## src/rtl/fp_rc_slew_tracker.sv

```systemverilog
// fp_rc_slew_tracker
//   First-order RC slew tracker for a signed fixed-point value. On each enabled
//   cycle the output moves toward the input by 2^-SHIFT of the error. It always
//   moves by at least one LSB, so the output converges exactly. A one-cycle
//   step pulse flags a change in the sampled input. The settled flag rises
//   after SETTLE_CYCLES consecutive enabled cycles with |in - out| <= TOL.
// Ports
//   i_clk        clock, all state updates on the rising edge
//   i_reset      synchronous reset, active-low
//   i_en         sample/update enable (0 holds all state)
//   i_init       with i_en: preload output with the input
//   i_in_analog  signed fixed-point target (two's complement, WIDTH bits)
//   o_out_analog registered filtered value
//   o_out_valid  set once the first sample after reset has loaded
//   o_settled    in tolerance for at least SETTLE_CYCLES enabled cycles
//   o_step       one-cycle pulse, sampled input differs from the previous one
module fp_rc_slew_tracker #(
  parameter int WIDTH         = 34,
  parameter int FRAC          = 13,
  parameter int SHIFT         = 4,
  parameter int TOL           = 64,
  parameter int SETTLE_CYCLES = 8
) (
  input  logic             i_clk,
  input  logic             i_reset,
  input  logic             i_en,
  input  logic             i_init,
  input  logic [WIDTH-1:0] i_in_analog,
  output logic [WIDTH-1:0] o_out_analog,
  output logic             o_out_valid,
  output logic             o_settled,
  output logic             o_step
);

  localparam int              CNT_W   = $clog2(SETTLE_CYCLES + 1);
  localparam logic [CNT_W-1:0] CNT_MAX = CNT_W'(SETTLE_CYCLES);
  localparam logic [WIDTH:0]   TOL_U   = (WIDTH + 1)'(TOL);

  // FRAC only documents the binary point; it is checked here for sanity.
  if (SHIFT < 1 || SHIFT > 8 || FRAC < 0 || FRAC >= WIDTH) begin : g_param_check
    $error("fp_rc_slew_tracker: SHIFT must be 1..8 and FRAC within WIDTH");
  end

  typedef enum logic [1:0] {IDLE, TRACK, SETTLED} state_t;

  state_t                  r_state,   w_state_nxt;
  logic signed [WIDTH-1:0] r_out,     w_out_nxt;
  logic signed [WIDTH-1:0] r_prev_in, w_prev_nxt;
  logic                    r_valid,   w_valid_nxt;
  logic                    r_settled, w_settled_nxt;
  logic                    r_step,    w_step_nxt;
  logic [CNT_W-1:0]        r_cnt,     w_cnt_nxt;

  logic signed [WIDTH-1:0] w_in;
  logic signed [WIDTH:0]   w_diff;
  logic signed [WIDTH:0]   w_delta;
  logic signed [WIDTH:0]   w_sum;
  logic [WIDTH:0]          w_abs_diff;

  // Arithmetic shift, forced to at least one LSB toward the target so the
  // filter cannot stall short of the input.
  function automatic logic signed [WIDTH:0] slew_delta(input logic signed [WIDTH:0] diff);
    logic signed [WIDTH:0] d;
    d = diff >>> SHIFT;
    if (d == '0 && diff != '0) begin
      d = diff[WIDTH] ? {(WIDTH + 1){1'b1}} : {{WIDTH{1'b0}}, 1'b1};
    end
    return d;
  endfunction

  // Magnitude as an unsigned WIDTH+1 value, so -2^WIDTH maps to 2^WIDTH.
  function automatic logic [WIDTH:0] mag(input logic signed [WIDTH:0] v);
    logic signed [WIDTH:0] n;
    n = -v;
    return v[WIDTH] ? $unsigned(n) : $unsigned(v);
  endfunction

  assign w_in       = $signed(i_in_analog);
  assign w_diff     = $signed({w_in[WIDTH-1], w_in}) - $signed({r_out[WIDTH-1], r_out});
  assign w_delta    = slew_delta(w_diff);
  assign w_abs_diff = mag(w_diff);
  // The sum lies between out and in, so truncating to WIDTH is exact.
  assign w_sum      = $signed({r_out[WIDTH-1], r_out}) + w_delta;

  always_comb begin
    w_state_nxt   = r_state;
    w_out_nxt     = r_out;
    w_prev_nxt    = r_prev_in;
    w_valid_nxt   = r_valid;
    w_settled_nxt = r_settled;
    w_step_nxt    = 1'b0;
    w_cnt_nxt     = r_cnt;
    if (i_en) begin
      if (r_state == IDLE || i_init) begin
        w_out_nxt     = w_in;
        w_prev_nxt    = w_in;
        w_valid_nxt   = 1'b1;
        w_cnt_nxt     = '0;
        w_settled_nxt = 1'b0;
        w_state_nxt   = TRACK;
      end else begin
        w_out_nxt  = w_sum[WIDTH-1:0];
        w_step_nxt = (w_in != r_prev_in);
        w_prev_nxt = w_in;
        if (w_abs_diff <= TOL_U) begin
          w_cnt_nxt = (r_cnt == CNT_MAX) ? r_cnt : r_cnt + 1'b1;
          if (int'(r_cnt) + 1 >= SETTLE_CYCLES) begin
            w_settled_nxt = 1'b1;
            w_state_nxt   = SETTLED;
          end else begin
            w_settled_nxt = 1'b0;
            w_state_nxt   = TRACK;
          end
        end else begin
          w_cnt_nxt     = '0;
          w_settled_nxt = 1'b0;
          w_state_nxt   = TRACK;
        end
      end
    end
  end

  always_ff @(posedge i_clk) begin
    if (!i_reset) begin
      r_state   <= IDLE;
      r_out     <= '0;
      r_prev_in <= '0;
      r_valid   <= 1'b0;
      r_settled <= 1'b0;
      r_step    <= 1'b0;
      r_cnt     <= '0;
    end else begin
      r_state   <= w_state_nxt;
      r_out     <= w_out_nxt;
      r_prev_in <= w_prev_nxt;
      r_valid   <= w_valid_nxt;
      r_settled <= w_settled_nxt;
      r_step    <= w_step_nxt;
      r_cnt     <= w_cnt_nxt;
    end
  end

  assign o_out_analog = r_out;
  assign o_out_valid  = r_valid;
  assign o_settled    = r_settled;
  assign o_step       = r_step;

endmodule
```

## config.mk

```make
export PLATFORM = sky130hd
export DESIGN_NAME = fp_rc_slew_tracker
export DESIGN_NICKNAME = d
export VERILOG_FILES = /design/src/rtl/fp_rc_slew_tracker.sv
export SDC_FILE = /design/constraint.sdc
export NUM_CORES = 1
export LEC_CHECK = 0
export ABC_CLOCK_PERIOD_IN_PS = 14240
export CELL_PAD_IN_SITES_DETAIL_PLACEMENT = 2
export CELL_PAD_IN_SITES_GLOBAL_PLACEMENT = 2
export CORE_MARGIN = 1.5
export CORE_UTILIZATION = 30
export DETAILED_ROUTE_END_ITERATION = 7
export PLACE_DENSITY = 0.71
export SLEW_MARGIN = 25
export SYNTH_ARGS = -nofsm -noshare
export SYNTH_HDL_FRONTEND = slang
export SYNTH_SLANG_ARGS = --single-unit
```

## constraint.sdc

```tcl
create_clock -name i_clk -period 14.24 [get_ports i_clk]
set_input_delay 2.848 -clock i_clk [delete_from_list [all_inputs] [get_ports i_clk]]
set_output_delay 2.848 -clock i_clk [all_outputs]
set_load 0.05 [all_outputs]
```

==> metrics.cfg <==
[timing]
fin_skew_ps=5.93
worstMarginPinSlew_ps=1020
setup_viol=0
setup_ws_ps=4010
slew_headroom=0.312
maxSlewViolCount=0
period_share=0.718
setup_tns_ps=0
fmax_ghz=0.0977
finalHoldViolations=0
post-route-min-period_ps=10230
rsz0062_at_grt=no

[routing]
vias=9265
drt_iter0_markers=558
ant_nets=0
viasPerCell=5.74
wl_per_cell_microns=23.2
finalWirelength_mm=37.5
drtPass1Iterations=5
remaining_drc_errors=0

[synth]
syn_area_sq_um=8810
ys_warn_count=0
ys_ff_latch=76
synthCells=1178
synthFlopType=dfxtp_1
synth.distinct_cells=85
post_synth.cell_area_avg_sq_um=7.48
syn_nets=1287
synth-seq-area-share=0.173
synthArstFlopShare=0
synth_edf_count=0

[layout]
fin_nets=1332
drive_gt1_frac=0.0611
stdcell_count=1613
area_growth_pct=15.9

[critical_path]
cp-start-kind=primary input
crit_path_max_incr_delay_ps=690
cp_max_fo=13
cp.required_ps=14480
criticalPathCategory=primary input to flop
end_kind=flop
worst_ep_arrival_time_ps=10470
critPathTopFamily=compound AO/OA/AOI/OAI gates
crit_buf_inv=2
crit_top_cell=o21ai_0
cp_slowest_cell=o21ai_0

[global_routing]
grt_pass1_wl_mm=58.0
antenna_found_initial=0
grt_overflow_total=0
grt_start_max_net_pins=65
grt_use_total=0.248
first_global_vias=9574

[power]
ir_drop_v=0.0000803
p_leak_nw=4.03
pwr_density_cell_nw_per_um2=115

[status]
status=finished clean

[min_path]
hp-class=flop to flop

[clock_tree]
h-tree-depth=3
cts.clk_slew.worst_paths_ps=60
hold_buffers=0
clock_path_buffers=2
clock-root-buffer=clkbuf_16
cts-buffers-inserted=9
cts_sinks=76
cts_resized=0
cts_tree=done
clock_latency_ps=360
post-cts-setup-buffers=0

[die]
die_w_microns=174
die_y_microns=174
dieArea_sq_um=30400
initial_core_util=0.306
rows=62
ios=75
coreArea_sq_um=28800

[place]
dp_worst_setup_slack_ps=3620
dp_cells=1596
port-buffer-count=74
gp_congestion=0.858
dpl.hpwl_mm=30.3

[flow_run]
cap_violations=0

routing by layer:
layer | vias up | GRT usage | share of wire
li1 | 4445 | - | -
met1 | 4698 | 0.371 | 0.52
met2 | 108 | 0.385 | 0.44
met3 | 14 | 0.0227 | 0.029
met4 | 0 | 0.0463 | 0.010
met5 | - | 0 | 0
per-stage QoR:
| step | total power [W] | cell area, sq um | util | hold WS (ps) |
|---|---|---|---|---|
| after floorplan | 0.000713 | 8810 | - | 455 |
| after global placement | 0.000914 | 9910 | 0.344 | 470 |
| after detailed placement | 0.000925 | 9910 | 0.344 | 473 |
| after CTS | 0.00117 | 10200 | 0.355 | 488 |
| after global routing | 0.00125 | 10200 | 0.355 | 523 |
| final | 0.00117 | 10200 | 0.355 | 484 |
cells in the mapped netlist (all sizes together) (11+ instances only):
master | count | area share
a211oi | 11 | 0.011
a21o | 22 | 0.019
a21oi | 99 | 0.056
a31oi | 15 | 0.014
and2 | 13 | 0.0092
and3 | 14 | 0.0099
clkbuf | 43 | 0.018
dfxtp | 76 | 0.17
ha | 69 | 0.098
inv | 82 | 0.035
mux2i | 44 | 0.050
nand2 | 90 | 0.038
nand2b | 11 | 0.0078
nand3 | 41 | 0.024
nand4 | 23 | 0.016
nor2 | 83 | 0.035
nor2b | 39 | 0.028
nor3 | 28 | 0.018
nor4 | 24 | 0.025
o211a | 12 | 0.014
o211ai | 21 | 0.018
o21a | 14 | 0.012
o21ai | 70 | 0.041
o21bai | 11 | 0.0098
xnor2 | 55 | 0.059
xor2 | 24 | 0.025
final timing paths:
kind                                        from               end  slack, ps  depth (start not counted)
worst max-delay path             i_in_analog[15]  o_out_analog[24]       4010                         29
worst min-delay path                  r_state[0]        r_state[0]        480                          1
worst max register to register  o_out_analog[14]  o_out_analog[24]       6540                         29
worst min register to register        r_state[0]        r_state[0]        480                          1
flip-flops by register name, indices dropped and copies added (netlist names):
register      count
r_state           2
r_prev_in        34
r_cnt             4
o_step            1
o_out_valid       1
o_out_analog     34
worst reg2reg max path, delay by kind of cell (launching register included):
family                   cells  cell delay [ps]
buffers and inverters        2              160
AND/OR/NAND/NOR              7             1680
adder cells (fa/ha/maj)      3             1020
flip-flops                   1              550
XOR/XNOR                     1              420
AO/OA/AOI/OAI               15             3580
multiplexers                 1              180
final cells by class:
type / count / area, sq um
multi-input cells: 968 / 6790
clock buffers: 9 / 225
diodes: 1 / 2.50
repair buffers: 84 / 808
flip-flops and latches: 76 / 1520
fillers: 3340 / 18600
clock inverters: 7 / 72.6
well taps: 384 / 480
inverters: 84 / 315
power by group:
group          internal (W)  switching (W)  total [W]  leakage (nW)
registers          0.000227      0.0000184   0.000246         0.629
logic              0.000242       0.000445   0.000687          3.26
clock network      0.000136       0.000101   0.000238         0.142
total              0.000606       0.000565    0.00117          4.03
cell usage in the layout (no fill, tap or decap), types with 5 or more instances in the layout:
cell type | Yosys | final
clkdlybuf4s50_1 | 0 | 72
a31o_2 | 6 | 6
nor3b_1 | 5 | 5
a21o_1 | 22 | 22
nand3_1 | 40 | 40
nor2_1 | 83 | 83
nor4_1 | 19 | 19
and2_1 | 13 | 13
o21a_1 | 14 | 14
nor3_1 | 25 | 25
a31oi_1 | 12 | 11
or3_1 | 7 | 7
o21bai_1 | 10 | 10
a21oi_1 | 99 | 99
clkbuf_16 | 0 | 9
o211a_1 | 12 | 12
xnor2_1 | 52 | 52
mux2i_1 | 44 | 44
a221oi_1 | 8 | 8
o2111ai_1 | 5 | 5
or2_2 | 7 | 7
inv_1 | 79 | 79
o21ai_0 | 64 | 64
a211oi_1 | 9 | 9
o311ai_0 | 5 | 5
nor2b_1 | 39 | 39
a311oi_1 | 10 | 10
nand2b_1 | 11 | 11
dfxtp_1 | 76 | 76
nand2_1 | 90 | 90
xor2_1 | 23 | 23
buf_4 | 0 | 11
and3_1 | 14 | 14
nand4_1 | 23 | 23
o211ai_1 | 21 | 21
and4_1 | 10 | 10
ha_1 | 69 | 69
o31ai_1 | 8 | 8
cells by family after synthesis:
family | after synthesis | synth area share
AO/OA/AOI/OAI | 362 | 0.282
AND/OR/NAND/NOR | 409 | 0.248
buffers and inverters | 134 | 0.0574
XOR/XNOR | 79 | 0.0832
multiplexers | 47 | 0.0538
adder cells (fa/ha/maj) | 71 | 0.103
flip-flops | 76 | 0.173
No activity file was read; power rests on OpenSTA's default activity.
